`config.mk`:
```
export PLATFORM = sky130hd
export DESIGN_NAME = pwm_capture
export DESIGN_NICKNAME = d
export VERILOG_FILES = /design/src/rtl/pwm_capture_pkg.sv /design/src/rtl/pwm_duty_div.sv /design/src/rtl/pwm_capture.sv
export SDC_FILE = /design/constraint.sdc
export NUM_CORES = 1
export LEC_CHECK = 0
export ABC_CLOCK_PERIOD_IN_PS = 3300
export CORE_MARGIN = 2
export CORE_UTILIZATION = 55
export DETAILED_ROUTE_END_ITERATION = 16
export DONT_BUFFER_PORTS = 1
export PLACE_DENSITY = 0.83
export SLEW_MARGIN = 5
export SYNTH_ARGS = -nofsm -noshare
export SYNTH_HDL_FRONTEND = slang
export SYNTH_SLANG_ARGS = --single-unit
```
`constraint.sdc`:
```
create_clock -name clk -period 3.3 [get_ports clk]
set_clock_uncertainty 0.15 [all_clocks]
set_input_delay 0.66 -clock clk [delete_from_list [all_inputs] [get_ports clk]]
set_output_delay 0.66 -clock clk [all_outputs]
set_load 0.005 [all_outputs]
```
`src/rtl/pwm_capture_pkg.sv`:
```
// Shared definitions for the PWM capture path: duty encoding, FSM states, divider width.
package pwm_capture_pkg;
  localparam int DUTY_STEPS = 10;
  localparam int DIV_BITS   = 4;

  typedef enum logic [1:0] {
    ST_IDLE = 2'd0,
    ST_HIGH = 2'd1,
    ST_LOW  = 2'd2
  } pwm_state_e;
endpackage

```
`src/rtl/pwm_duty_div.sv`:
```
// Restoring divider producing a DIV_BITS-bit quotient, one bit per cycle, MSB first.
module pwm_duty_div
  import pwm_capture_pkg::*;
#(
  parameter int CW = 16
) (
  input  logic                   clk,
  input  logic                   rst_n,
  input  logic                   start_i,
  input  logic                   abort_i,
  input  logic [CW+DIV_BITS-1:0] num_i,
  input  logic [CW-1:0]          den_i,
  output logic                   busy_o,
  output logic                   done_o,
  output logic [DIV_BITS-1:0]    quot_o
);
  localparam int NW = CW + DIV_BITS;
  localparam int SW = $clog2(DIV_BITS);
  localparam logic [SW-1:0] STEP_MSB = SW'(DIV_BITS - 1);

  logic [NW-1:0]       rem_q, rem_d, dsh;
  logic [CW-1:0]       den_q;
  logic [SW-1:0]       step_q;
  logic [DIV_BITS-1:0] quot_q, quot_d;
  logic                run_q, tail_q, ge;

  // Quotient is known to be < 2**DIV_BITS, so shifted trial subtraction never overflows NW bits.
  assign dsh    = {{DIV_BITS{1'b0}}, den_q} << step_q;
  assign ge     = rem_q >= dsh;
  assign rem_d  = ge ? rem_q - dsh : rem_q;
  assign quot_d = {quot_q[DIV_BITS-2:0], ge};

  // done_o marks the final step; quot_o carries the complete quotient in that cycle.
  assign done_o = run_q && (step_q == '0);
  assign quot_o = quot_d;
  // tail_q keeps the unit busy through the report cycle that follows the last step.
  assign busy_o = run_q | tail_q;

  always_ff @(posedge clk or negedge rst_n) begin
    if (!rst_n) begin
      run_q  <= 1'b0;
      tail_q <= 1'b0;
      step_q <= '0;
      rem_q  <= '0;
      den_q  <= '0;
      quot_q <= '0;
    end else if (abort_i) begin
      run_q  <= 1'b0;
      tail_q <= 1'b0;
    end else if (start_i && !busy_o) begin
      run_q  <= 1'b1;
      tail_q <= 1'b0;
      step_q <= STEP_MSB;
      rem_q  <= num_i;
      den_q  <= den_i;
      quot_q <= '0;
    end else if (run_q) begin
      rem_q  <= rem_d;
      quot_q <= quot_d;
      if (step_q == '0) begin
        run_q  <= 1'b0;
        tail_q <= 1'b1;
      end else begin
        step_q <= step_q - 1'b1;
      end
    end else begin
      tail_q <= 1'b0;
    end
  end
endmodule

```
`src/rtl/pwm_capture.sv`:
```
// PWM receiver: measures period/high time of an async input, reports duty in 10% steps,
// flags stuck inputs by timeout and sample drops while the divider is busy.
module pwm_capture
  import pwm_capture_pkg::*;
#(
  parameter int CW          = 16,
  parameter int TIMEOUT     = 1000,
  parameter int SYNC_STAGES = 2
) (
  input  logic          clk,
  input  logic          rst_n,
  input  logic          ena,
  input  logic          pwm_in,
  output logic [CW-1:0] period_o,
  output logic [CW-1:0] high_o,
  output logic [3:0]    duty_o,
  output logic          meas_valid_o,
  output logic          stuck_o,
  output logic          overrun_o
);
  localparam int NW = CW + DIV_BITS;
  localparam logic [CW-1:0] TO_CNT = CW'(TIMEOUT);

  logic [SYNC_STAGES-1:0] sync_q;
  logic                   lvl, lvl_d1_q, rise, fall, any_edge;
  logic [CW-1:0]          idle_q, idle_d;
  logic                   timeout;

  pwm_state_e    state_q;
  logic [CW-1:0] per_q, hi_q, per_inc, hi_inc;
  logic [CW-1:0] pper_q, phi_q;
  logic          close, div_busy, div_done, div_abort;
  logic [DIV_BITS-1:0] div_quot;
  logic [NW-1:0] num;

  logic [CW-1:0] period_q, high_q;
  logic [3:0]    duty_q;
  logic          valid_q, stuck_q, overrun_q;

  assign lvl      = sync_q[SYNC_STAGES-1];
  assign rise     = lvl & ~lvl_d1_q;
  assign fall     = ~lvl & lvl_d1_q;
  assign any_edge = rise | fall;

  always_ff @(posedge clk or negedge rst_n) begin
    if (!rst_n) begin
      sync_q   <= '0;
      lvl_d1_q <= 1'b0;
    end else begin
      sync_q   <= {sync_q[SYNC_STAGES-2:0], pwm_in};
      lvl_d1_q <= lvl;
    end
  end

  // Fires only on the TO_CNT-1 -> TO_CNT step, so a stuck episode reports once.
  assign timeout = ena && !any_edge && (idle_q == TO_CNT - 1'b1);

  always_comb begin
    idle_d = idle_q;
    if (!ena || any_edge)   idle_d = '0;
    else if (idle_q != TO_CNT) idle_d = idle_q + 1'b1;
  end

  always_ff @(posedge clk or negedge rst_n) begin
    if (!rst_n) idle_q <= '0;
    else        idle_q <= idle_d;
  end

  assign per_inc = (&per_q) ? per_q : per_q + 1'b1;
  assign hi_inc  = (&hi_q)  ? hi_q  : hi_q + 1'b1;

  assign close     = ena && !timeout && (state_q == ST_LOW) && rise;
  assign div_abort = !ena || timeout;
  assign num       = NW'(hi_q) * NW'(DUTY_STEPS);

  always_ff @(posedge clk or negedge rst_n) begin
    if (!rst_n) begin
      state_q <= ST_IDLE;
      per_q   <= '0;
      hi_q    <= '0;
      pper_q  <= '0;
      phi_q   <= '0;
    end else if (!ena || timeout) begin
      state_q <= ST_IDLE;
      per_q   <= '0;
      hi_q    <= '0;
    end else begin
      case (state_q)
        ST_IDLE: if (rise) begin
          state_q <= ST_HIGH;
          per_q   <= '0;
          hi_q    <= '0;
        end
        ST_HIGH: begin
          per_q <= per_inc;
          hi_q  <= hi_inc;
          if (fall) state_q <= ST_LOW;
        end
        ST_LOW: if (rise) begin
          // Closing rise also opens the next period, so consecutive periods have no gap.
          state_q <= ST_HIGH;
          per_q   <= '0;
          hi_q    <= '0;
          if (!div_busy) begin
            pper_q <= per_inc;
            phi_q  <= hi_q;
          end
        end else begin
          per_q <= per_inc;
        end
        default: state_q <= ST_IDLE;
      endcase
    end
  end

  pwm_duty_div #(.CW(CW)) u_div (
    .clk     (clk),
    .rst_n   (rst_n),
    .start_i (close),
    .abort_i (div_abort),
    .num_i   (num),
    .den_i   (per_inc),
    .busy_o  (div_busy),
    .done_o  (div_done),
    .quot_o  (div_quot)
  );

  always_ff @(posedge clk or negedge rst_n) begin
    if (!rst_n) begin
      period_q  <= '0;
      high_q    <= '0;
      duty_q    <= '0;
      valid_q   <= 1'b0;
      stuck_q   <= 1'b0;
      overrun_q <= 1'b0;
    end else begin
      valid_q <= 1'b0;
      if (close && div_busy) overrun_q <= 1'b1;
      // A timeout in the same cycle as the last divider step discards the division.
      if (timeout) begin
        period_q <= '0;
        high_q   <= '0;
        duty_q   <= lvl ? 4'(DUTY_STEPS) : 4'd0;
        stuck_q  <= 1'b1;
        valid_q  <= 1'b1;
      end else if (div_done && ena) begin
        period_q <= pper_q;
        high_q   <= phi_q;
        duty_q   <= div_quot;
        stuck_q  <= 1'b0;
        valid_q  <= 1'b1;
      end
    end
  end

  assign period_o     = period_q;
  assign high_o       = high_q;
  assign duty_o       = duty_q;
  assign meas_valid_o = valid_q;
  assign stuck_o      = stuck_q;
  assign overrun_o    = overrun_q;
endmodule

```
* Word-level counts from Yosys, hierarchy flattened
Index checks and enable logic that the tools add are counted.
** Storage, ports and cells
- Register bits after elaboration :: 167
- Input bits :: 4
- Output and inout port bits :: 39
- Word-level logic and storage cells :: 121
** Cells by class
- Add/subtract/negate cells :: 5
- Multiply operators :: 1
- $lt $le $gt $ge :: 1
- Equal/unequal tests :: 10
- Shift-type cells :: 1
- Multiplexer cells :: 41
- Bitwise gates (word level) :: 8
- Reduce and logical (&&, ||, !) cells :: 34
** Operators with widths (number)
- 2-to-1 mux 16 bit :: 12
- 2-to-1 mux 20 bit :: 3
- adder 16 x 1 -> 16 bit (second input constant) :: 3
- case mux 16 bit (3 select lines) :: 1
- case mux 16 bit (2 select lines) :: 1
- AND reduction 16 bit :: 2
- greater-or-equal comparator 20 bit :: 1
- left shift 16 x 2 -> 20 bit :: 1
- subtractor 20 bit :: 1
- multiplier 16 x 3 -> 19 bit (second input constant) :: 1
- == test 16 x 10 -> 1 bit (second input constant) :: 1
- inequality test 16 x 10 -> 1 bit (second input constant) :: 1
- 2-to-1 mux 1 bit :: 12
- 2-to-1 mux 2 bit :: 6
- 2-to-1 mux 4 bit :: 3
- logical AND 1 bit :: 9
- inequality test 3 bit (second input constant) :: 3
- AND reduction 3 bit :: 3
- AND reduction 2 bit :: 4
- nonzero test 2 bit :: 4
- 2-to-1 mux 3 bit :: 2
- logical NOT 1 bit :: 4
- logical NOT 2 bit :: 2
- inequality test 4 bit (second input constant) :: 1
- 14 further kinds :: 20

* Longest topological paths before layout
- Word-level depth :: 13
- Mapped depth :: 17

* By module
From an unflattened synthesis, not the netlist that was laid out.
** Unflattened totals
- Cell total of the unflattened synthesis :: 1116
- Area, all modules :: 10563.9 um^2
** Modules (own cells, without submodules)
- pwm_capture :: instances 1, cells each 735, area an instance 6920.4 um^2
- pwm_duty_div :: instances 1, cells each 381, area an instance 3643.5 um^2

* Worst setup path after synthesis
OpenSTA, ideal clock, no wires.
- Path kind :: reg2reg
- Start point :: reg u_div.step_q[0]
- End point :: reg u_div.rem_q[19]
- Arrival :: 3.343 ns
- Required time :: 3.028 ns
- Setup slack :: -0.315 ns
- Cell stages (with the launch flop) :: 14
- Clock period less this slack :: 3.615 ns
- Cells stage by stage :: dfrtp_1 > clkbuf_1 > clkbuf_1 > clkbuf_1 > o21ai_0 > ha_1 > and3_1 > o21a_1 > o311ai_2 > a21oi_1 > o41a_1 > and4b_1 > o2111a_1 > o21ai_1
** Between the ends
- Longest elaborated chain between the ends :: 5
- Elaborated cells on any way between the ends :: 8
- Classes of those cells :: 1 x add/sub; 1 x order compare; 1 x shift; 3 x mux; 2 x reduce/logical
** Ends and longest elaborated chain
- start, declared :: RTL line pwm_duty_div.sv:23 : logic [SW-1:0] step_q;
- start signal, assigned :: RTL line pwm_duty_div.sv:64 : step_q <= step_q - 1'b1;
- left shift 16 x 2 -> 20 bit * :: RTL line pwm_duty_div.sv:28 : assign dsh = {{DIV_BITS{1'b0}}, den_q} << step_q;
- subtractor 20 bit :: RTL line pwm_duty_div.sv:30 : assign rem_d = ge ? rem_q - dsh : rem_q;
- 2-to-1 mux 20 bit :: RTL line pwm_duty_div.sv:30
- 2-to-1 mux 20 bit :: RTL line pwm_duty_div.sv:57 : end else if (run_q) begin
- 2-to-1 mux 20 bit :: RTL line pwm_duty_div.sv:50 : end else if (start_i && !busy_o) begin
- end signal, assigned :: RTL line pwm_duty_div.sv:54 : rem_q <= num_i;
- end signal, assigned :: RTL line pwm_duty_div.sv:58 : rem_q <= rem_d;
- end, declared :: RTL line pwm_duty_div.sv:21 : logic [NW-1:0] rem_q, rem_d, dsh;
Every way passes the cells marked *; elsewhere a longest branch is shown, timed or not. The select of a mux whose other input is x is not followed.
A chain may end at the register's enable or synchronous reset.

* Worst setup path after layout
- Start point :: reg u_div.step_q[1]
- End point :: reg u_div.rem_q[19]
The elaborated chain is that of the path after synthesis.

==> summary.md <==
| Metric | Value |
|---|---|
| Failing checks | `negative hold slack, negative setup slack` |
| Row Count | `48` |
| Vias in the first global route | `~7400` |
| CTS root buffer | `clkbuf_16` |
| Number of diodes | `0` |
| Slew @ Worst Pin | `~0.76 ns` |
| Post-synth top flop | `dfrtp_1` |
| # DRC | `0` |
| Fraction of layout cells with a size suffix above 1 | `0.1493` |
| Ports | `43` |
| Antenna viol nets, final | `0` |
| Number of synthesized register bits | `~170` |
| Largest vdd supply drop | `between 0.0006 and 0.0007 V` |
| Post-synthesis cell type count | `77` |
| Worst slack, placed | `-0.06674 ns` |
| PnR worst setup slack | `-0.06063 ns` |
| Placer Congestion | `between 0.9 and 1` |
| H-tree levels | `4` |
| Crit-path leading delay family | `compound AO/OA/AOI/OAI gates` |
| Tcrit/Tclk final | `1.018` |
| CP dominant cell by count | `a21o_1` |
| Achievable Freq | `between 200 and 300 MHz` |
| Clk Latency, worst-skew pair | `~0.44 ns` |
| Power Density | `roughly 640 mW/mm^2` |
| Total Power | `approximately 0.007 W` |
| Max Cap Violations | `0` |
| TritonCTS clock tree | `yes` |
| Via count | `between 7000 and 8000` |
| First-pass GRT wire length | `roughly 36000 um` |
| CTS Buf Count | `17` |
| Clock tree buffer depth | `2` |
| Data required time of the worst path | `~3.5 ns` |
| Clock sink count | `about 170` |
| Area of the core | `0.01718 mm^2` |
| Final hold vios | `approximately 170` |
| Die W | `135.9 um` |
| Sequential area share after synthesis | `0.4365` |
| Post-synth EDFFs | `0` |
| CP max-delay cell | `mux4_2` |
| Syn Std Cell Area | `approximately 0.0096 mm^2` |
| CP Launch Type | `flip-flop` |
| Setup TNS | `-0.06063 ns` |
| Fin Hold WS | `-0.2282 ns` |
| DR WL/cell | `between 15 and 20 um` |
| DRT Pass-1 Iters | `5` |
| Mapped Avg Cell Area | `9.679 um^2` |
| Commonest non-fill, non-tap cell in the layout | `dfrtp_1` |
| CP endpoint kind | `flip-flop` |
| DRT iter0 DRCs | `~550` |
| Asr flop ratio synth | `1.000` |
| Initial Utilization | `0.5573` |
| RSZ-0062 raised after global routing | `true` |
| Die span in y | `approximately 140 um` |
| CP cell instances | `buf_6, mux4_2, inv_2, ha_4, a21o_1, a21o_1, a21o_1, a22o_1, o41a_1, and4b_1, o2111a_1, o21ai_1` |
| Max-slew headroom | `0.4929` |
| Largest fanout on the critical path | `7` |
| I/O Buffers | `0` |
| Outcome | `finished, violations left` |
| Setup CP Type | `flip-flop to flip-flop` |
| Largest net degree at the start of global routing | `around 170` |
| DR vias/cell | `about 6` |
| Initial antenna violation count | `0` |
| Crit path buf inv count | `2` |
| Worst-path clk slew | `~0.070 ns` |
| Total track usage | `0.2472` |
| Final setup violating endpoints | `1` |
| Core Util, Final | `0.6367` |
| Overflow after GRT | `0` |
| Yosys warning count | `0` |
| Area Growth Syn to Fin | `14.23%` |
| Cells after Synth | `a little under 1000` |
| DRT Wirelength | `22240 um` |
| Leak pwr | `~5.1 nW` |
| Crit path time final | `~3.4 ns` |
| CP Data Arrival Time | `roughly 3.5 ns` |
| Post-Syn Nets | `1053` |
| Hpwl dp | `about 15000 um` |
| Slew Limit Fails | `0` |
| CP peak stage delay | `around 0.5 ns` |
| Die area | `between 0.015 and 0.02 mm^2` |
| # nets final | `around 1100` |
| Class of the worst hold path | `primary input to async pin` |
| Most frequent cells in the layout | `dfrtp_1, nand2_1, nor2_1, o21ai_0, ha_1` |
-- cells by family (layout without fill, tap and decap cells) --
logic type | Yosys count | in the layout | synth area share
and+or+nand+nor | 335 | 335 | 0.1651
buffers and inverters | 83 | 132 | 0.03960
xor gates and xnor gates | 43 | 43 | 0.03934
DFF | 167 | 167 | 0.4365
adders and majority gates | 60 | 60 | 0.07999
AOI/OAI and AO/OA | 284 | 284 | 0.2107
muxes | 17 | 17 | 0.02875
-- flip-flops by register name (all words and copies together), names as in the netlist, 16 cells and up --
name         cells
u_div.den_q     16
phi_q           16
period_o        16
pper_q          16
high_o          16
idle_q          16
hi_q            16
per_q           16
u_div.rem_q     20
-- cell type report --
class                   count  area [um^2]
well taps                 225        281.5
clock inverters            15        187.7
flip-flops and latches    167         4182
fillers                  1346         6241
clock buffers              17        425.4
multi-input cells         739         5156
inverters                  39        146.4
repair buffers             61        556.8
-- through the flow --
stage                     instance area [um^2]  instances  hold slack [ns]
after floorplan                           9580        989           0.1812
after global placement                   10060       1221           0.1835
after detailed placement                 10060       1221           0.2017
after CTS                                10720       1256          -0.2447
after global routing                     10940       1263          -0.2419
final                                    10940       1263          -0.2282
-- Yosys cell counts (6+ instances only) --
| cell | count | area, um^2 |
|---|---|---|
| and2_1 | 7 | 43.79 |
| a21o_1 | 21 | 157.7 |
| nor2_1 | 79 | 296.5 |
| buf_2 | 10 | 50.05 |
| a211oi_1 | 7 | 52.55 |
| clkbuf_1 | 22 | 82.58 |
| o21ai_1 | 6 | 30.03 |
| xor2_1 | 21 | 183.9 |
| a22o_1 | 38 | 332.8 |
| a31oi_1 | 13 | 81.33 |
| dfrtp_1 | 167 | 4179 |
| nor3_1 | 17 | 85.08 |
| inv_1 | 39 | 146.4 |
| a21oi_1 | 41 | 205.2 |
| o211ai_1 | 8 | 60.06 |
| nor2b_1 | 11 | 68.82 |
| mux4_2 | 8 | 180.2 |
| nand4_1 | 6 | 37.54 |
| nand2b_1 | 12 | 75.07 |
| nand3_1 | 31 | 155.2 |
| nand2_1 | 128 | 480.5 |
| and3_1 | 16 | 100.1 |
| o31ai_1 | 16 | 120.1 |
| o21ai_0 | 56 | 280.3 |
| o21a_1 | 30 | 225.2 |
| xnor2_1 | 22 | 192.7 |
| ha_1 | 58 | 725.7 |
-- layer usage --
layer	vias up	track usage	wire length (um)
li1	3652	-	-
met1	3735	0.3443	10270
met2	202	0.3939	10460
met3	43	0.04400	1080
met4	0	0.07986	429
met5	-	0	0
-- repair_timing --
| action | in CTS | in global routing |
|---|---|---|
| setup buffers | 2 | 6 |
| hold endpoints to repair | 167 | 167 |
| gates cloned | 1 | 1 |
| resized for setup | 2 | 37 |
| pin swaps | 0 | 15 |
| setup endpoints to repair | 13 | 20 |
-- worst paths after layout --
kind | depth (start not counted) | end | from | slack (ns)
max in group asynchronous | 0 | u_div.rem_q[0] | rst_n | 3.02
setup / recovery | 12 | u_div.rem_q[19] | u_div.step_q[1] | -0.06
hold / removal | 0 | period_o[3] | rst_n | -0.23
hold reg to reg | 0 | sync_q[1] | sync_q[0] | 0.22
min in group clk | 0 | sync_q[0] | pwm_in | 0.10
setup reg to reg | 12 | u_div.rem_q[19] | u_div.step_q[1] | -0.06
-- report_power, final --
part	switching, W	internal, W
Clock	0.000914	0.00115
Sequential	0.000174	0.00224
Combinational	0.00126	0.00123
Total	0.00235	0.00462
Power figures use the tool's default switching activity.
